[config.mk]
export PLATFORM = sky130hd
export DESIGN_NAME = knight_motion_ctrl
export DESIGN_NICKNAME = d
export VERILOG_FILES = /design/src/rtl/knight_motion_ctrl.sv
export SDC_FILE = /design/constraint.sdc
export NUM_CORES = 1
export LEC_CHECK = 0
export BUFFER_PORTS_ARGS = -buffer_cell sky130_fd_sc_hd__buf_2
export CAP_MARGIN = 20
export CORE_MARGIN = 2
export CORE_UTILIZATION = 50
export DETAILED_ROUTE_END_ITERATION = 6
export GPL_TIMING_DRIVEN = 0
export PLACE_DENSITY_LB_ADDON = 0.15
export SLEW_MARGIN = 20
export SYNTH_ARGS = -nofsm -noshare
export SYNTH_HDL_FRONTEND = slang
export SYNTH_SLANG_ARGS = --single-unit
[constraint.sdc]
create_clock -name Clk -period 11.25 [get_ports Clk]
set_input_delay 0 -clock Clk [delete_from_list [all_inputs] [get_ports Clk]]
set_output_delay 0 -clock Clk [all_outputs]
set_load 0.03 [all_outputs]
[src/rtl/knight_motion_ctrl.sv]
// knight_motion_ctrl
// Per-frame player-state engine for the knight sprite. Once per video frame
// it moves the sprite horizontally from the held keys, runs gravity and jumps,
// and advances the walk-animation counter. All state changes happen only on
// the single Clk cycle that follows a synchronised rising edge of frame_clk.
//
// Ports:
//   Clk          system clock
//   Reset_n      asynchronous active-low reset
//   frame_clk    VGA vsync, asynchronous to Clk (synchronised internally)
//   keycode0/1   two held HID keycodes, 0 = none
//   BallX/BallY  sprite centre position
//   Ball_sizeX/Y constant sprite size (30 x 64)
//   BallStatus   0 idle, 1 walk, 2 jump
//   anim_frame   walk sub-frame select
//   facing_left  1 = sprite mirrored
module knight_motion_ctrl #(
  parameter int X_START    = 320,
  parameter int GROUND_Y   = 400,
  parameter int X_MIN      = 15,
  parameter int X_MAX      = 624,
  parameter int Y_MIN      = 32,
  parameter int WALK_SPEED = 2,
  parameter int JUMP_V     = 12,
  parameter int GRAVITY    = 1,
  parameter int MAX_FALL   = 12,
  parameter int ANIM_DIV   = 8,
  parameter logic [7:0] KEY_LEFT  = 8'h04,
  parameter logic [7:0] KEY_RIGHT = 8'h07,
  parameter logic [7:0] KEY_JUMP  = 8'h2C
) (
  input  logic       Clk,
  input  logic       Reset_n,
  input  logic       frame_clk,
  input  logic [7:0] keycode0,
  input  logic [7:0] keycode1,
  output logic [9:0] BallX,
  output logic [9:0] BallY,
  output logic [9:0] Ball_sizeX,
  output logic [9:0] Ball_sizeY,
  output logic [3:0] BallStatus,
  output logic       anim_frame,
  output logic       facing_left
);

  typedef enum logic [1:0] {
    ST_IDLE = 2'd0,
    ST_WALK = 2'd1,
    ST_AIR  = 2'd2
  } state_t;

  localparam int CNT_W = (ANIM_DIV > 1) ? $clog2(ANIM_DIV) : 1;
  localparam int VY_W  = 8;

  localparam logic signed [10:0]   X_MIN_S    = 11'(X_MIN);
  localparam logic signed [10:0]   X_MAX_S    = 11'(X_MAX);
  localparam logic signed [10:0]   X_STEP_S   = 11'(WALK_SPEED);
  localparam logic signed [10:0]   GROUND_Y_S = 11'(GROUND_Y);
  localparam logic signed [10:0]   Y_MIN_S    = 11'(Y_MIN);
  localparam logic signed [VY_W-1:0] VY_JUMP  = VY_W'(-JUMP_V);
  localparam logic signed [VY_W:0]   VY_GRAV  = (VY_W + 1)'(GRAVITY);
  localparam logic signed [VY_W:0]   VY_MAX   = (VY_W + 1)'(MAX_FALL);
  localparam logic [CNT_W-1:0]     CNT_LAST   = CNT_W'(ANIM_DIV - 1);

  // Registers
  logic                   sync1_r, sync2_r, sync3_r;
  state_t                 state_r;
  logic [9:0]             x_r, y_r;
  logic signed [VY_W-1:0] vy_r;
  logic [CNT_W-1:0]       anim_cnt_r;
  logic                   anim_frame_r, facing_r, jump_prev_r;

  // Combinational
  logic                   tick_s;
  logic                   key_l_s, key_r_s, key_j_s;
  logic                   dir_left_s, dir_right_s, moving_s;
  logic                   jump_start_s;
  logic signed [10:0]     x_sum_s;
  logic [9:0]             x_nxt_s;
  logic signed [VY_W-1:0] vy_cur_s;
  logic signed [10:0]     y_sum_s;
  logic signed [VY_W:0]   vy_inc_s;
  logic signed [VY_W-1:0] vy_grav_s;
  state_t                 air_state_s;
  logic [9:0]             air_y_s;
  logic signed [VY_W-1:0] air_vy_s;
  state_t                 state_nxt_s;
  logic [9:0]             y_nxt_s;
  logic signed [VY_W-1:0] vy_nxt_s;
  logic [CNT_W-1:0]       anim_cnt_nxt_s;
  logic                   anim_frame_nxt_s, facing_nxt_s, jump_prev_nxt_s;

  assign tick_s = sync2_r & ~sync3_r;

  assign key_l_s = (keycode0 == KEY_LEFT)  || (keycode1 == KEY_LEFT);
  assign key_r_s = (keycode0 == KEY_RIGHT) || (keycode1 == KEY_RIGHT);
  assign key_j_s = (keycode0 == KEY_JUMP)  || (keycode1 == KEY_JUMP);

  assign dir_left_s  = key_l_s & ~key_r_s;
  assign dir_right_s = key_r_s & ~key_l_s;
  assign moving_s    = dir_left_s | dir_right_s;

  // A jump only launches from the ground on a fresh press seen at a tick.
  assign jump_start_s = (state_r != ST_AIR) && key_j_s && !jump_prev_r;

  // Horizontal step and wall clamp.
  always_comb begin
    x_sum_s = $signed({1'b0, x_r});
    x_nxt_s = x_r;
    if (dir_left_s) begin
      x_sum_s = $signed({1'b0, x_r}) - X_STEP_S;
    end else if (dir_right_s) begin
      x_sum_s = $signed({1'b0, x_r}) + X_STEP_S;
    end else begin
      x_sum_s = $signed({1'b0, x_r});
    end
    if (x_sum_s < X_MIN_S) begin
      x_nxt_s = X_MIN_S[9:0];
    end else if (x_sum_s > X_MAX_S) begin
      x_nxt_s = X_MAX_S[9:0];
    end else begin
      x_nxt_s = x_sum_s[9:0];
    end
  end

  // Airborne vertical step: move by the current speed, then apply gravity,
  // with floor landing and ceiling bounce overriding the speed.
  always_comb begin
    vy_cur_s    = vy_r;
    vy_grav_s   = vy_r;
    air_state_s = ST_AIR;
    air_y_s     = y_r;
    air_vy_s    = vy_r;
    if (jump_start_s) begin
      vy_cur_s = VY_JUMP;
    end else begin
      vy_cur_s = vy_r;
    end
    y_sum_s  = $signed({1'b0, y_r}) + $signed({{(11 - VY_W){vy_cur_s[VY_W-1]}}, vy_cur_s});
    vy_inc_s = $signed({vy_cur_s[VY_W-1], vy_cur_s}) + VY_GRAV;
    if (vy_inc_s > VY_MAX) begin
      vy_grav_s = VY_MAX[VY_W-1:0];
    end else begin
      vy_grav_s = vy_inc_s[VY_W-1:0];
    end
    if (y_sum_s >= GROUND_Y_S) begin
      air_y_s     = GROUND_Y_S[9:0];
      air_vy_s    = '0;
      air_state_s = moving_s ? ST_WALK : ST_IDLE;
    end else if (y_sum_s < Y_MIN_S) begin
      air_y_s     = Y_MIN_S[9:0];
      air_vy_s    = '0;
      air_state_s = ST_AIR;
    end else begin
      air_y_s     = y_sum_s[9:0];
      air_vy_s    = vy_grav_s;
      air_state_s = ST_AIR;
    end
  end

  // Next-state logic for the grounded/airborne state machine.
  always_comb begin
    state_nxt_s = state_r;
    y_nxt_s     = y_r;
    vy_nxt_s    = vy_r;
    if (tick_s) begin
      case (state_r)
        ST_IDLE, ST_WALK: begin
          if (jump_start_s) begin
            state_nxt_s = air_state_s;
            y_nxt_s     = air_y_s;
            vy_nxt_s    = air_vy_s;
          end else begin
            state_nxt_s = moving_s ? ST_WALK : ST_IDLE;
            y_nxt_s     = GROUND_Y_S[9:0];
            vy_nxt_s    = '0;
          end
        end
        ST_AIR: begin
          state_nxt_s = air_state_s;
          y_nxt_s     = air_y_s;
          vy_nxt_s    = air_vy_s;
        end
        default: begin
          state_nxt_s = ST_IDLE;
          y_nxt_s     = GROUND_Y_S[9:0];
          vy_nxt_s    = '0;
        end
      endcase
    end else begin
      state_nxt_s = state_r;
      y_nxt_s     = y_r;
      vy_nxt_s    = vy_r;
    end
  end

  // Walk animation, facing direction and jump-edge memory.
  always_comb begin
    anim_cnt_nxt_s   = anim_cnt_r;
    anim_frame_nxt_s = anim_frame_r;
    facing_nxt_s     = facing_r;
    jump_prev_nxt_s  = jump_prev_r;
    if (tick_s) begin
      jump_prev_nxt_s = key_j_s;
      if (dir_left_s) begin
        facing_nxt_s = 1'b1;
      end else if (dir_right_s) begin
        facing_nxt_s = 1'b0;
      end else begin
        facing_nxt_s = facing_r;
      end
      // Counting keys off the state being entered, so the first walk tick counts.
      if (state_nxt_s == ST_WALK) begin
        if (anim_cnt_r == CNT_LAST) begin
          anim_cnt_nxt_s   = '0;
          anim_frame_nxt_s = ~anim_frame_r;
        end else begin
          anim_cnt_nxt_s   = anim_cnt_r + CNT_W'(1);
          anim_frame_nxt_s = anim_frame_r;
        end
      end else begin
        anim_cnt_nxt_s   = '0;
        anim_frame_nxt_s = 1'b0;
      end
    end else begin
      anim_cnt_nxt_s   = anim_cnt_r;
      anim_frame_nxt_s = anim_frame_r;
      facing_nxt_s     = facing_r;
      jump_prev_nxt_s  = jump_prev_r;
    end
  end

  // frame_clk synchroniser plus edge-detect history.
  always_ff @(posedge Clk or negedge Reset_n) begin
    if (!Reset_n) begin
      sync1_r <= 1'b0;
      sync2_r <= 1'b0;
      sync3_r <= 1'b0;
    end else begin
      sync1_r <= frame_clk;
      sync2_r <= sync1_r;
      sync3_r <= sync2_r;
    end
  end

  // Player state registers.
  always_ff @(posedge Clk or negedge Reset_n) begin
    if (!Reset_n) begin
      state_r      <= ST_IDLE;
      x_r          <= 10'(X_START);
      y_r          <= 10'(GROUND_Y);
      vy_r         <= '0;
      anim_cnt_r   <= '0;
      anim_frame_r <= 1'b0;
      facing_r     <= 1'b0;
      jump_prev_r  <= 1'b0;
    end else begin
      state_r      <= state_nxt_s;
      x_r          <= tick_s ? x_nxt_s : x_r;
      y_r          <= y_nxt_s;
      vy_r         <= vy_nxt_s;
      anim_cnt_r   <= anim_cnt_nxt_s;
      anim_frame_r <= anim_frame_nxt_s;
      facing_r     <= facing_nxt_s;
      jump_prev_r  <= jump_prev_nxt_s;
    end
  end

  assign BallX       = x_r;
  assign BallY       = y_r;
  assign Ball_sizeX  = 10'd30;
  assign Ball_sizeY  = 10'd64;
  assign BallStatus  = {2'b00, state_r};
  assign anim_frame  = anim_frame_r;
  assign facing_left = facing_r;

endmodule

==> impl_metrics.sql <==
INSERT INTO impl_metrics (metric_group, metric, value, unit) VALUES
('clocking', 'cts_buffers', '5', ''),
('worst_setup_path', 'cp_top_delay_family', 'compound AO/OA/AOI/OAI gates', ''),
('pwr', 'worst_ir_drop_vdd', '70.6', 'uV'),
('clocking', 'root_buffer', 'clkbuf_8', ''),
('floorplanning', 'initial_util', '52.5', '%'),
('floorplanning', 'design.die.area', '6940', 'um2'),
('finish', 'num_antenna_cells', '0', ''),
('pwr', 'power.share.sequential', '40.9', '%'),
('global_route', 'grt_pass1_vias', '2627', ''),
('worst_setup_path', 'timing.critical_path.cells', 'clkbuf_1 > nor2b_1 > or3_1 > clkbuf_1 > and2_1 > ha_1 > fa_1 > a21o_1 > a211oi_2 > o211ai_1 > a31o_2 > o21ai_2 > or4b_1 > a211oi_1 > a21o_1', ''),
('floorplanning', 'rows', '28', ''),
('hold_path', 'holdCritPathClass', 'in2reg', ''),
('route', 'vias', '2884', ''),
('timing', 'timing.final.crit_share', '41.1', '%'),
('clocking', 'tritoncts', 'built', ''),
('timing', 'final-hold-violation-count', '0', ''),
('global_route', 'grt_overflow_total', '0', ''),
('synthesis', 'syn-mean-instance-area', '8.81', 'um2'),
('place', 'portBuffers', '42', ''),
('timing', 'final-setup-viol-count', '0', ''),
('route', 'drt-pass1-iter-count', '4', ''),
('timing', 'hold_slack', '0.283', 'ns'),
('synthesis', 'syn-instance-count', '357', ''),
('timing', 'timing.fmax', '0.216', 'GHz'),
('route', 'routed_wire_length_per_instance', '15.2', 'um'),
('global_route', 'wire_length_of_the_first_global_routing_pass', '13000', 'um'),
('worst_setup_path', 'crit_path_max_fanout', '10', ''),
('synthesis', 'seq_total_area_yosys', '31.2', '%'),
('clocking', 'cts.sinks', '39', ''),
('route', 'vias_per_cell', '5.72', ''),
('finish', 'finalInstanceArea', '3650', 'um2'),
('synthesis', 'mappedNetlistArea', '3150', 'um2'),
('pwr', 'power.density', '114', 'nW/um2'),
('route', 'finalWirelength', '7640', 'um'),
('synthesis', 'yosys-top-cells-count', 'dfrtp_1 (34), nand2_1 (30), nor2_1 (27)', ''),
('worst_setup_path', 'slowest_stage', 'or4b_1', ''),
('worst_setup_path', 'path_class', 'reg2reg', ''),
('timing', 'timing_max_transition_violations_final', '0', ''),
('worst_setup_path', 'worst_setup_path_end_kind', 'flop', ''),
('timing', 'finalSetupTns', '0', 'ns'),
('synthesis', 'ys.flop_type', 'dfrtp_1', ''),
('floorplanning', 'io-pin-count', '65', ''),
('global_route', 'grt_start_max_net_pins', '40', ''),
('pwr', 'p_clk_share', '26.5', '%'),
('timing', 'period_needed', '4.62', 'ns'),
('outcome', 'status', 'finished, final reports clean', ''),
('timing', 'max_slew.worst_pin.slew', '0.891', 'ns'),
('clocking', 'cts_repair_resize_count', '0', ''),
('pwr', 'switching_share', '38.6', '%'),
('place', 'finalWeightedCongestion', '0.878', ''),
('route', 'initialDrtViolationCount', '266', ''),
('clocking', 'worst_skew_pair.late_latency', '0.30', 'ns'),
('clocking', 'cts-root-to-sink-buffers', '2', ''),
('flow_run', 'timing.max_cap.violations', '0', ''),
('timing', 'rsz0062_at_grt', 'no', ''),
('floorplanning', 'coreArea', '5990', 'um2'),
('finish', 'utilization', '60.9', '%'),
('place', 'placement.cell_area', '3520', 'um2'),
('worst_setup_path', 'required', '11.49', 'ns'),
('synthesis', 'cell_with_the_most_instances_after_synthesis', 'dfrtp_1', ''),
('route', 'final_antenna_net_count', '0', ''),
('global_route', 'track_usage', '22.6', '%'),
('clocking', 'cts.reportedPaths.clkPinSlew', '0.09', 'ns'),
('clocking', 'h-tree-depth', '2', ''),
('pwr', 'internal_power', '256', 'uW'),
('synthesis', 'synth-warning-count', '0', ''),
('pwr', 'total_leakage_power', '0.00176', 'uW'),
('route', 'drc_markers', '0', ''),
('worst_setup_path', 'crit_path_max_incr_delay', '0.47', 'ns'),
('synthesis', 'synthesized_flop_and_latch_total', '39', ''),
('timing', 'maxSlewHeadroom', '40.6', '%');
## cell type report
| class | count | area [um2] |
|---|---|---|
| repair buffers | 44 | 230 |
| flip-flops and latches | 39 | 982 |
| clock inverters | 1 | 7.51 |
| fillers | 541 | 2340 |
| inverters | 10 | 37.5 |
| well taps | 75 | 93.8 |
| plain buffers | 36 | 229 |
| multi-input cells | 292 | 1970 |
| clock buffers | 7 | 96.3 |
## power groups by stage
stage	Sequential, uW	Combinational (uW)	Clock, uW
2_1_floorplan	191	76.7	0
6_report	170	136	110
5_1_grt	173	149	116
3_3_place_gp	172	129	0
4_1_cts	170	134	111
3_5_place_dp	172	132	0
## per-layer routing
metal  GRT usage, %  vias up  wire length [um]
met2           36.7       86              3550
met3           3.28        9               382
met1           31.3     1373              3610
li1               -     1416                 -
met4           6.41        0                95
met5              0        -                 0
## logic make-up after synthesis
group                      after synthesis  synth area share (%)
xor gates and xnor gates                16                  4.69
and+or+nand+nor                        129                  22.0
AOI/OAI and AO/OA                      102                  24.2
DFF                                     39                  31.2
muxes                                    4                  1.39
buffers and inverters                   46                  8.47
other                                    2                 0.239
adders and majority gates               19                  7.80
## worst paths after layout
kind	startpoint	to	slack [ns]	cells after the start
max	state_r[1]	anim_frame	6.63	15
min	keycode1[6]	jump_prev_r	0.28	4
max reg2reg	state_r[1]	anim_frame	6.63	15
min reg2reg	sync1_r	sync2_r	0.35	0
max in group asynchronous	Reset_n	state_r[1]	10.32	2
min in group asynchronous	Reset_n	BallX[3]	0.37	2
## registers in the layout, indices dropped and copies added (netlist names)
| name | cells |
|---|---|
| BallX | 10 |
| BallY | 10 |
| vy_r | 8 |
| anim_cnt_r | 3 |
| state_r | 2 |
| anim_frame | 1 |
| facing_left | 1 |
| jump_prev_r | 1 |
| sync1_r | 1 |
| sync2_r | 1 |
| sync3_r | 1 |
## placed cells by master (no fill, tap or decap), drive strengths merged, types with 7 or more instances in the layout
| master | Yosys | routed |
|---|---|---|
| and2 | 10 | 10 |
| a21oi | 15 | 15 |
| clkbuf | 10 | 17 |
| buf | 26 | 68 |
| nor2 | 28 | 28 |
| a21o | 8 | 8 |
| ha | 18 | 18 |
| xor2 | 8 | 8 |
| nor3 | 11 | 11 |
| xnor2 | 8 | 8 |
| inv | 10 | 10 |
| a22o | 12 | 12 |
| nand2 | 30 | 30 |
| nand3 | 7 | 7 |
| o21ai | 17 | 17 |
| dfrtp | 34 | 34 |
| conb | 2 | 22 |
## tightest hold or removal path: stages
cell and delay, ns:
buf_2 0.07, or4b_1 0.12, o22a_2 0.22, o21ai_0 0.12
## what timing repair did
action,CTS,global route
endpoints found under the hold margin,35,0
buffers inserted,0,0
hold buffers,2,0
## per-stage QoR
stage,setup WS (ns),std cells
after floorplan,7.06,377
after global placement,6.55,494
after detailed placement,6.51,494
after CTS,6.62,504
after global routing,6.33,504
final,6.63,504
Note: power is estimated with default switching activity, not from simulation.
